[src/rtl/lsb_deb.sv]
// lsb_deb: debounce and event capture for buttons and switches.
//
// Filters the already-synchronised button (4) and switch (18) vectors with a
// tick-based stability counter, turns debounced button transitions into
// one-cycle press/release pulses, latches those into sticky W1C flags and
// raises a maskable interrupt on pending presses.
//
// Ports:
//   clk, rst          clock, synchronous active-high reset
//   stb, we, addr     bus strobe, write enable, register select
//                     (0 = levels, 1 = events/mask)
//   data_in           bus write data
//   data_out          bus read data, zero unless stb & ~we
//   ack               bus acknowledge (= stb, zero wait states)
//   btn_in, swi_in    synchronised raw buttons / switches
//   btn_deb, swi_deb  debounced levels
//   btn_press/btn_rel one-cycle pulses on debounced button 0->1 / 1->0
//   irq               |(press_flg & irq_mask)
module lsb_deb #(
  parameter int unsigned TICK_DIV     = 50000,
  parameter int unsigned STABLE_TICKS = 8
) (
  input  logic        clk,
  input  logic        rst,
  input  logic        stb,
  input  logic        we,
  input  logic        addr,
  input  logic [31:0] data_in,
  output logic [31:0] data_out,
  output logic        ack,
  input  logic [3:0]  btn_in,
  input  logic [17:0] swi_in,
  output logic [3:0]  btn_deb,
  output logic [17:0] swi_deb,
  output logic [3:0]  btn_press,
  output logic [3:0]  btn_rel,
  output logic        irq
);

  localparam int unsigned PW = (TICK_DIV > 1) ? $clog2(TICK_DIV) : 1;
  localparam int unsigned NB = 22;
  localparam logic [3:0] CNT_LAST = 4'(STABLE_TICKS - 1);

  logic [PW-1:0]     pre_cnt;
  logic              tick;
  logic [NB-1:0]     raw;
  logic [NB-1:0]     stable;
  logic [NB-1:0]     stable_nxt;
  logic [NB-1:0][3:0] cnt;
  logic [NB-1:0][3:0] cnt_nxt;
  logic [3:0]        press_flg;
  logic [3:0]        rel_flg;
  logic [3:0]        irq_mask;
  logic              wr_evt;
  logic [3:0]        clr_press;
  logic [3:0]        clr_rel;
  logic              unused_data;

  assign unused_data = ^data_in[31:12];

  // Sample tick prescaler
  assign tick = (pre_cnt == PW'(TICK_DIV - 1));

  always_ff @(posedge clk) begin
    if (rst || tick) pre_cnt <= '0;
    else             pre_cnt <= pre_cnt + 1'b1;
  end

  // Bits [3:0] are buttons, [21:4] are switches.
  assign raw = {swi_in, btn_in};

  always_comb begin
    stable_nxt = stable;
    cnt_nxt    = cnt;
    if (tick) begin
      for (int unsigned i = 0; i < NB; i++) begin
        if (raw[i] == stable[i]) begin
          cnt_nxt[i] = '0;
        end else if (cnt[i] == CNT_LAST) begin
          stable_nxt[i] = raw[i];
          cnt_nxt[i]    = '0;
        end else begin
          cnt_nxt[i] = cnt[i] + 4'd1;
        end
      end
    end
  end

  // Pulses are registered alongside the level so they coincide with the
  // first cycle the new debounced level is visible.
  always_ff @(posedge clk) begin
    if (rst) begin
      stable    <= '0;
      cnt       <= '0;
      btn_press <= '0;
      btn_rel   <= '0;
    end else begin
      stable    <= stable_nxt;
      cnt       <= cnt_nxt;
      btn_press <= stable_nxt[3:0] & ~stable[3:0];
      btn_rel   <= ~stable_nxt[3:0] & stable[3:0];
    end
  end

  assign btn_deb = stable[3:0];
  assign swi_deb = stable[21:4];

  // Event flags; a set in the same cycle as its clear wins.
  assign wr_evt    = stb & we & addr;
  assign clr_press = wr_evt ? data_in[3:0] : 4'b0;
  assign clr_rel   = wr_evt ? data_in[7:4] : 4'b0;

  always_ff @(posedge clk) begin
    if (rst) begin
      press_flg <= '0;
      rel_flg   <= '0;
      irq_mask  <= '0;
    end else begin
      press_flg <= (press_flg & ~clr_press) | btn_press;
      rel_flg   <= (rel_flg & ~clr_rel) | btn_rel;
      if (wr_evt) irq_mask <= data_in[11:8];
    end
  end

  assign irq = |(press_flg & irq_mask);
  assign ack = stb;

  always_comb begin
    data_out = '0;
    if (stb && !we) begin
      if (addr) data_out = {20'b0, irq_mask, rel_flg, press_flg};
      else      data_out = {6'b0, stable[21:12], 4'b0, stable[3:0], stable[11:4]};
    end
  end

endmodule

[config.mk]
export PLATFORM = sky130hd
export DESIGN_NAME = lsb_deb
export DESIGN_NICKNAME = d
export VERILOG_FILES = /design/src/rtl/lsb_deb.sv
export SDC_FILE = /design/constraint.sdc
export NUM_CORES = 1
export LEC_CHECK = 0
export CAP_MARGIN = 20
export CORE_MARGIN = 4
export CORE_UTILIZATION = 50
export CTS_CLUSTER_DIAMETER = 80
export DETAILED_ROUTE_END_ITERATION = 8
export MAX_ROUTING_LAYER = met4
export PLACE_DENSITY = 0.76
export SKIP_CTS_REPAIR_TIMING = 1
export SYNTH_ARGS = -nofsm -noshare
export SYNTH_HDL_FRONTEND = slang
export SYNTH_SLANG_ARGS = --single-unit
[constraint.sdc]
create_clock -name clk -period 2.2 [get_ports clk]
set_input_delay 0.55 -clock clk [delete_from_list [all_inputs] [get_ports clk]]
set_output_delay 0.55 -clock clk [all_outputs]
set_load 0.005 [all_outputs]
==> results of run 1 <==
[cells in the mapped netlist (23+ instances only)]
| library cell | instances |
|---|---|
| clkbuf_1 | 29 |
| o21ai_0 | 48 |
| nand4b_1 | 26 |
| dfxtp_1 | 146 |
| ha_1 | 23 |
| a21oi_1 | 126 |
| nor2_1 | 91 |
| xnor2_1 | 31 |
| xor2_1 | 24 |
| nand3_1 | 50 |
| nand4_1 | 24 |
| nand2_1 | 83 |
[kinds of logic (layout without fill, tap and decap cells)]
kind of cell,after synthesis,count (layout)
and+or+nand+nor,367,367
AOI/OAI and AO/OA,211,211
DFF,146,146
buffers and inverters,65,163
xor gates and xnor gates,55,55
adders and majority gates,23,23
muxes,12,12
other,1,10
[path summary, 6_finish.rpt]
check,start,endpoint,slack (ns),cells past startpoint
setup / recovery,we,data_out[25],0.02,9
hold / removal,cnt[37]$_SDFFE_PP0N_,cnt[37]$_SDFFE_PP0N_,0.46,2
setup reg to reg,pre_cnt[0]$_SDFF_PP0_,cnt[7]$_SDFFE_PP0N_,0.17,6
hold reg to reg,cnt[37]$_SDFFE_PP0N_,cnt[37]$_SDFFE_PP0N_,0.46,2
[worst register-to-register path: stages (launching register included)]
cell	delay [ns]
dfxtp_1	0.39
ha_1	0.23
and3_2	0.27
nand4_4	0.13
buf_4	0.25
or4_1	0.54
a21oi_1	0.16
[metal layers]
metal | vias to the layer above | wire length (um)
met5 | - | 0
met4 | 0 | 469
met3 | 31 | 656
met2 | 118 | 8070
met1 | 3081 | 7650
li1 | 3333 | -
[flip-flops by register name, summed over array words and instances (netlist names)]
register   cells
press_flg      4
stable        22
pre_cnt       16
irq_mask       4
rel_flg        4
cnt           88
btn_rel        4
btn_press      4
[final cells by class]
cell class                      instances  area, um^2  area share
Multi-Input combinational cell        678        4060       0.444
Clock inverter                         13         208      0.0227
Inverter                                8        30.0     0.00329
Sequential cell                       146        2940       0.321
Clock buffer                           18         439      0.0481
Timing Repair Buffer                  124        1240       0.136
Tap cell                              180         225      0.0247
[report_power, final]
group          switching [mW]  total [mW]  internal (mW)
registers             0.00706        2.66           2.65
logic                   0.158       0.294          0.136
clock network            1.12        3.16           2.03
total                    1.29        6.11           4.82
==> metrics.txt, run 1 <==
final instance area=0.00914 mm^2; GP Congestion=0.798; Setup CP Type=in -> out; total global routing overflow=0; hold_ws=0.462 ns; Starting Density=0.515; layout cell share with drive strength beyond 1=0.0932; number of max-cap violations=0; Hold Path Class=reg -> reg; synthesized cell area=0.00723 mm^2; Critical-path top delay cell=nor2_4; CP top delay family=buffers and inverters; CTS tree=done; vias per inst=5.62; Fill cells=1166; vias in the first global route=6034; CP max stage delay=0.20 ns; most common cell after layout, fill and taps aside=dfxtp_1; initial antenna violation count=0; XOR/XNOR Fraction of Synth Area=0.0666; die area=0.0165 mm^2; CP Data Arrival Time=1.63 ns; Post-Route WL=16900 um; Setup Skew=0.00790 ns; Clock Tree Buf Depth=2; final setup vio count=0; Clock Sinks=146; Top Ports=123; core area=0.0140 mm^2; most common flop cell mapped by yosys=dfxtp_1; cell taking the most area after synthesis=dfxtp_1; GR Util met3=0.0600; DIE WIDTH=128 um; CP dominant cell by count=buf_6; #FFs+latches synth=146; outcome=finished, final reports clean; hpwl dp=10700 um; DRC Markers=0; GRT met1 Usage=0.259; Tot GR Track Use=0.208; Buffers on Ports=92; register area share after synthesis=0.404; Post-synth EDFFs=0; Synth Area in Compound Gates=0.161; Routed Antenna Nets=0; placed insts=1126; CP bufs+invs=6; Post-Synth Adder-Cell Area=0.0398; synth top area cells=dfxtp_1, a21oi_1, nor2_1; Rel. slew slack=0.584; Avg Inst Size Synth=8.22 um^2; final core utilization=0.651; drt initial violations=355; yosys warns=0; Max Slew Vio Count=0; Layout area overhead=26.3%; maximum VDD drop=0.000586 V; non-filler cells, final=1167; leakage=3.49 nW; Critical Path Sink Type=output pin; critical path launch point type=input pin; pre-CTS setup slack=-0.475 ns; 1st-pass router iterations=4; Vias=6563; CTS Root Cell=clkbuf_16; Setup WS post-layout=0.0178 ns; main combinational cell family by area after synthesis=simple AND/OR/NAND/NOR gates; first-pass GRT wire length=27600 um; mux cell area share after synthesis=0.0166; # nets final=1057; Final period util=0.992; Yosys cell types=39; RSZ-0062 raised after global routing=yes; DP Area=0.00833 mm^2; Simple-Gate Fraction of Synth Area=0.268; share of the synthesized area in the top cell type=0.404; Highest Clock Rate=458 MHz; Routed wire per std cell=14.4 um; largest net degree at the start of global routing=59; total power=6.11 mW; CTS buffer count=17; CP max FO=4; required time of the worst setup path=1.65 ns; M2 GR Usage=0.322; clk slew on worst S/H paths=0.06 ns; hold violation count in the final report=0; Synth async-reset ratio=0; PwrDens=669 mW/mm^2; Worst-Margin Slew=0.619 ns; most frequent cells in the layout=dfxtp_1, a21oi_1, nor2_1, nand2_1, clkdlybuf4s50_1; setup TNS=0 ns; cells after synthesis=880; critical path cell sequence=buf_6 > nand2b_4 > nor2_4 > buf_6 > buf_6 > buf_8 > buf_6 > and2_4 > clkbuf_2; clk_lat worst skew=0.43 ns; std cell rows=43; Die H=128 um; ant diodes=0; H-tree Lvls=4; grt peak-use layer=met2; Tmin final=2.18 ns
Power figures use the tool's default switching activity.
==> run 2: changes to the inputs <==
- CORE_MARGIN: 4 -> default
- SETUP_SLACK_MARGIN: default -> 0.5
==> metrics.txt, run 2 (synthesis gave the netlist of run 1 again) <==
RSZ-0062 raised after global routing=yes; drt initial violations=787; Tot GR Track Use=0.228; CP dominant cell by count=buf_12; required time of the worst setup path=2.55 ns; Routed Antenna Nets=0; GR Util met3=0.0474; maximum VDD drop=0.000553 V; initial antenna violation count=0; critical path launch point type=flip-flop; pre-CTS setup slack=-0.459 ns; Highest Clock Rate=482 MHz; std cell rows=43; ant diodes=0; sequential share of power=0.462; core area=0.0140 mm^2; critical path cell sequence=nor4b_4 > nand4_4 > buf_12 > buf_12 > or4_1 > a21oi_1; Die H=122 um; P_sw=1.32 mW; Top Ports=123; CTS buffer count=17; DIE WIDTH=122 um; CTS Root Cell=clkbuf_16; Setup Skew=0.0126 ns; max FFs per register=88; clk_lat worst skew=0.43 ns; Post-Route WL=25500 um; DRC Markers=0; Vias=7633; CP top delay family=simple AND/OR/NAND/NOR gates; number of max-cap violations=0; Setup CP Type=reg -> reg; vias in the first global route=5858; CP Data Arrival Time=2.43 ns; Worst-Margin Slew=0.566 ns; CP max stage delay=0.48 ns; Clock Tree Buf Depth=2; CP max FO=5; clock share of power=0.476; first-pass GRT wire length=26600 um; hold violation count in the final report=0; M2 GR Usage=0.367; most common cell after layout, fill and taps aside=dfxtp_1; internal power=4.38 mW; DP Area=0.00836 mm^2; H-tree Lvls=4; final setup vio count=0; GP Congestion=0.824; die area=0.0150 mm^2; # nets final=1100; Max Slew Vio Count=0; Comb power frac=0.062; Starting Density=0.517; CTS tree=done; outcome=finished, final reports clean; Critical-path top delay cell=or4_1; 1st-pass router iterations=5; CP bufs+invs=2; final core utilization=0.779; Layout area overhead=50.7%; setup TNS=0 ns; Fill cells=803; most frequent cells in the layout=dfxtp_1, a21oi_1, nand2_1, nor2_1, a21oi_2; vias per inst=6.30; Final period util=0.942; Switching Fraction=0.232; Rel. slew slack=0.623; layout cell share with drive strength beyond 1=0.312; Regs by FF count=cnt (88), stable (22), pre_cnt (16); PwrDens=523 mW/mm^2; Buffers on Ports=92; Largest Register=cnt; final instance area=0.0109 mm^2; Routed wire per std cell=21.1 um; Hold Path Class=reg -> reg; Critical Path Sink Type=flip-flop; total global routing overflow=0; hpwl dp=10700 um; Clock Sinks=146; hold_ws=0.448 ns; GRT met1 Usage=0.279; Tmin final=2.07 ns; Setup WS post-layout=0.127 ns; leakage=4.48 nW; clk slew on worst S/H paths=0.06 ns; grt peak-use layer=met2; largest net degree at the start of global routing=65
==> run 2: changes by cell type in the layout (fill, tap and decap cells not counted), sizes merged, moves of 4 or more <==
cell           previous run  this run
dlymetal6s2s              9        32
bufinv                    5         1
clkbuf                   20        56
clkinvlp                  4         0
buf                      36        68
clkdlybuf4s50            77        35
==> run 2: worst paths after layout <==
| kind | end | cells after the start | slack [ns] | startpoint |
|---|---|---|---|---|
| min reg2reg | pre_cnt[0]$_SDFF_PP0_ | 1 | 0.45 | pre_cnt[0]$_SDFF_PP0_ |
| max reg2reg | cnt[64]$_SDFFE_PP0N_ | 6 | 0.13 | pre_cnt[6]$_SDFF_PP0_ |
| max | cnt[64]$_SDFFE_PP0N_ | 6 | 0.13 | pre_cnt[6]$_SDFF_PP0_ |
| min | pre_cnt[0]$_SDFF_PP0_ | 1 | 0.45 | pre_cnt[0]$_SDFF_PP0_ |
==> run 2: per-stage QoR <==
step	std cells	total power [mW]
finish	1211	5.70
global route	1211	5.85
CTS	1155	5.63
detailed placement	1123	2.99
global placement	1123	2.99
floorplan	889	2.87
==> run 2: cell type report <==
class                           count  area [um^2]  share of cell area
Timing Repair Buffer              165         2000               0.184
Tap cell                          180          225              0.0207
Sequential cell                   146         3020               0.277
Clock inverter                      6         55.1             0.00505
Multi-Input combinational cell    680         5080               0.466
Inverter                            8         30.0             0.00276
Clock buffer                       26          479              0.0440
==> run 2: layer usage <==
metal  share of wire  vias to the layer above
li1                -                     3447
met1            0.39                     3644
met2            0.48                      436
met3           0.087                      106
met4           0.045                        0
met5               0                        -
==> run 2: worst register-to-register path: stages (launching register included) <==
cell and delay [ns]:
dfxtp_1 0.41, nor4b_4 0.39, nand4_4 0.21, buf_12 0.21
buf_12 0.14, or4_1 0.48, a21oi_1 0.16
==> run 2: power groups by stage <==
stage	clock [mW]	combinational [mW]	sequential [mW]
floorplan	0	0.153	2.72
global placement	0	0.269	2.72
detailed placement	0	0.270	2.72
CTS	2.69	0.273	2.66
global route	2.84	0.375	2.63
finish	2.71	0.353	2.63
==> variant (config.mk and constraints of run 1) <==
Compare `pre_cnt` against `PW'(TICK_DIV - 1)` with >= in place of ==.
--- a/src/rtl/lsb_deb.sv
+++ b/src/rtl/lsb_deb.sv
@@ -59,7 +59,7 @@
   assign unused_data = ^data_in[31:12];
 
   // Sample tick prescaler
-  assign tick = (pre_cnt == PW'(TICK_DIV - 1));
+  assign tick = (pre_cnt >= PW'(TICK_DIV - 1));
 
   always_ff @(posedge clk) begin
     if (rst || tick) pre_cnt <= '0;
Formal check against the unedited RTL: no difference found for any inputs over 10 cycles, from zero or initial values and one cycle with rst high; that may be too few to reach the edited logic, so the function may still have changed.
==> variant against run 1 <==
First-iteration DRC count is 90% higher; worst setup slack worse by 0.047 ns; final area is 6.8% higher; routed wire length is 18% higher; critical path depth is 4 lower; total power is 0.75% higher; the flow now finishes with violations (setup timing); largest cell class unchanged; utilization is 0.62 points lower; sequential cell count stayed put; synthesized area is 6.6% higher.
==> variant: results (changes against run 1) <==
Synthesis Warnings: 0 (unchanged)
Clock Path Buffers: 2 (unchanged)
Placed Instance Area: 8960 µm² (+7.5%)
Area contributors post-synth: dfxtp_1 (38%), nand2_1 (5.7%), nand3_1 (4.9%), mux2i_1 (4.4%), a21oi_1 (4.2%)
status: finished with violations
dpl ws: -0.540 ns (-0.0645 ns)
first-pass GRT wire length: 32.1 mm (+16%)
Pre-antenna DRT Iters: 6 (+2)
DP Wirelength: 12.3 mm (+15%)
antenna violations before repair: 0 (unchanged)
share of post-route cells with drive strength above 1: 12.2% (+2.8 points)
skew final: 0.00620 ns (-0.00170 ns)
Final GP Congestion: 0.875 (+9.6%)
routed len/inst: 16.2 µm (+12%)
Total Routing Usage GR: 22.3% (+1.5 points)
largest net degree at the start of global routing: 54 (-8.5%)
Seq/Total Area, Yosys: 37.9% (-2.5 points)
DR iter-0 viols: 676 (+90%)
CTS root buffer: clkbuf_16
synth cell count leaders: dfxtp_1 (146), nand2_1 (117), nand3_1 (75)
library cells used by synthesis: 51 (+31%)
Filler cells: 1,227 (+5.2%)
Max-slew headroom: 62.1% (+3.7 points)
Final #Nets: 1,113 (+5.3%)
Vias: 7,166 (+9.2%)
Leak: 3.67 nW (+5.1%)
R2R setup slack: 0.11 ns (-0.06 ns)
Sw Pwr: 1.35 mW (+4.6%)
worst IR drop on VDD: 0.000490 V (-16%)
final setup margin: -0.0291 ns (-0.0469 ns)
failing checks: setup timing
vias in the first global route: 6,606 (+9.5%)
Final setup viols: 1 (+1)
most numerous cell in the Yosys netlist: dfxtp_1
Min-Delay Startpoint: pre_cnt[0]
Reg-to-Reg Start: pre_cnt[1]
cts bufs inserted: 17 (unchanged)
Crit Path Max Fanout: 12 (+8)
variant: cell types whose count changed in the layout (fill, tap and decap cells not counted), sizes merged, moves of 26 or more:
cell    delta
nand4b    -26
nor2      -41
a21oi     -61
inv       +39
nand3     +26
o32ai     +37
nand2     +34
variant: power by group through the flow:
stage	combinational (mW)	sequential [mW]	clock, mW
4_1_cts	0.307	2.66	3.20
2_1_floorplan	0.162	2.71	0
6_report	0.324	2.66	3.17
5_1_grt	0.353	2.66	3.34
3_3_place_gp	0.301	2.72	0
3_5_place_dp	0.305	2.72	0
variant: path summary, 6_finish.rpt:
| check | to | cells after the start |
|---|---|---|
| worst max-delay path | data_out[3] | 5 |
| worst min-delay path | pre_cnt[0] | 1 |
| worst max register to register | cnt[63] | 6 |
| worst min register to register | pre_cnt[0] | 1 |
variant: routing by layer:
metal,share of wire (%),GRT usage [%],up-vias
met3,4.1,4.58,31
met1,45,28.2,3422
met2,49,36.2,169
met4,1.6,6.76,0
li1,-,-,3544
met5,0,-,-
variant: layout make-up:
| cell class | instances | area, µm² | area share (%) |
|---|---|---|---|
| multi-input combinational | 676 | 4340 | 44.5 |
| clock buffer | 19 | 433 | 4.44 |
| tap | 188 | 235 | 2.41 |
| clock inverter | 13 | 209 | 2.14 |
| sequential | 146 | 2930 | 30.0 |
| inverter | 48 | 181 | 1.86 |
| timing repair buffer | 142 | 1430 | 14.6 |
variant: worst max-delay path, cell delays in order:
cell             delay (ns)
dlymetal6s2s_1         0.13
nand2b_4               0.16
buf_6                  0.15
nor2_1                 0.15
clkdlybuf4s50_1        0.55
variant: kinds of logic after synthesis:
| group | synth area share, % |
|---|---|
| simple gates | 21.5 |
| compound gates | 21.2 |
| flops | 37.9 |
| buf+inv | 7.12 |
| xor+xnor | 4.09 |
| mux | 4.41 |
| fa+ha+maj | 3.73 |
| other cells | 0.0486 |
variant: stage by stage:
step	hold slack, ns	TNS, ns	instances	power [mW]	utilization [%]
after floorplan	0.430	0	945	2.88	-
after global placement	0.446	-8.80	1192	3.02	59.1
after detailed placement	0.462	-8.80	1192	3.02	59.1
after CTS	0.477	-8.67	1224	6.16	63.4
after global routing	0.493	-0.0453	1232	6.35	64.4
final	0.466	-0.0291	1232	6.15	64.4
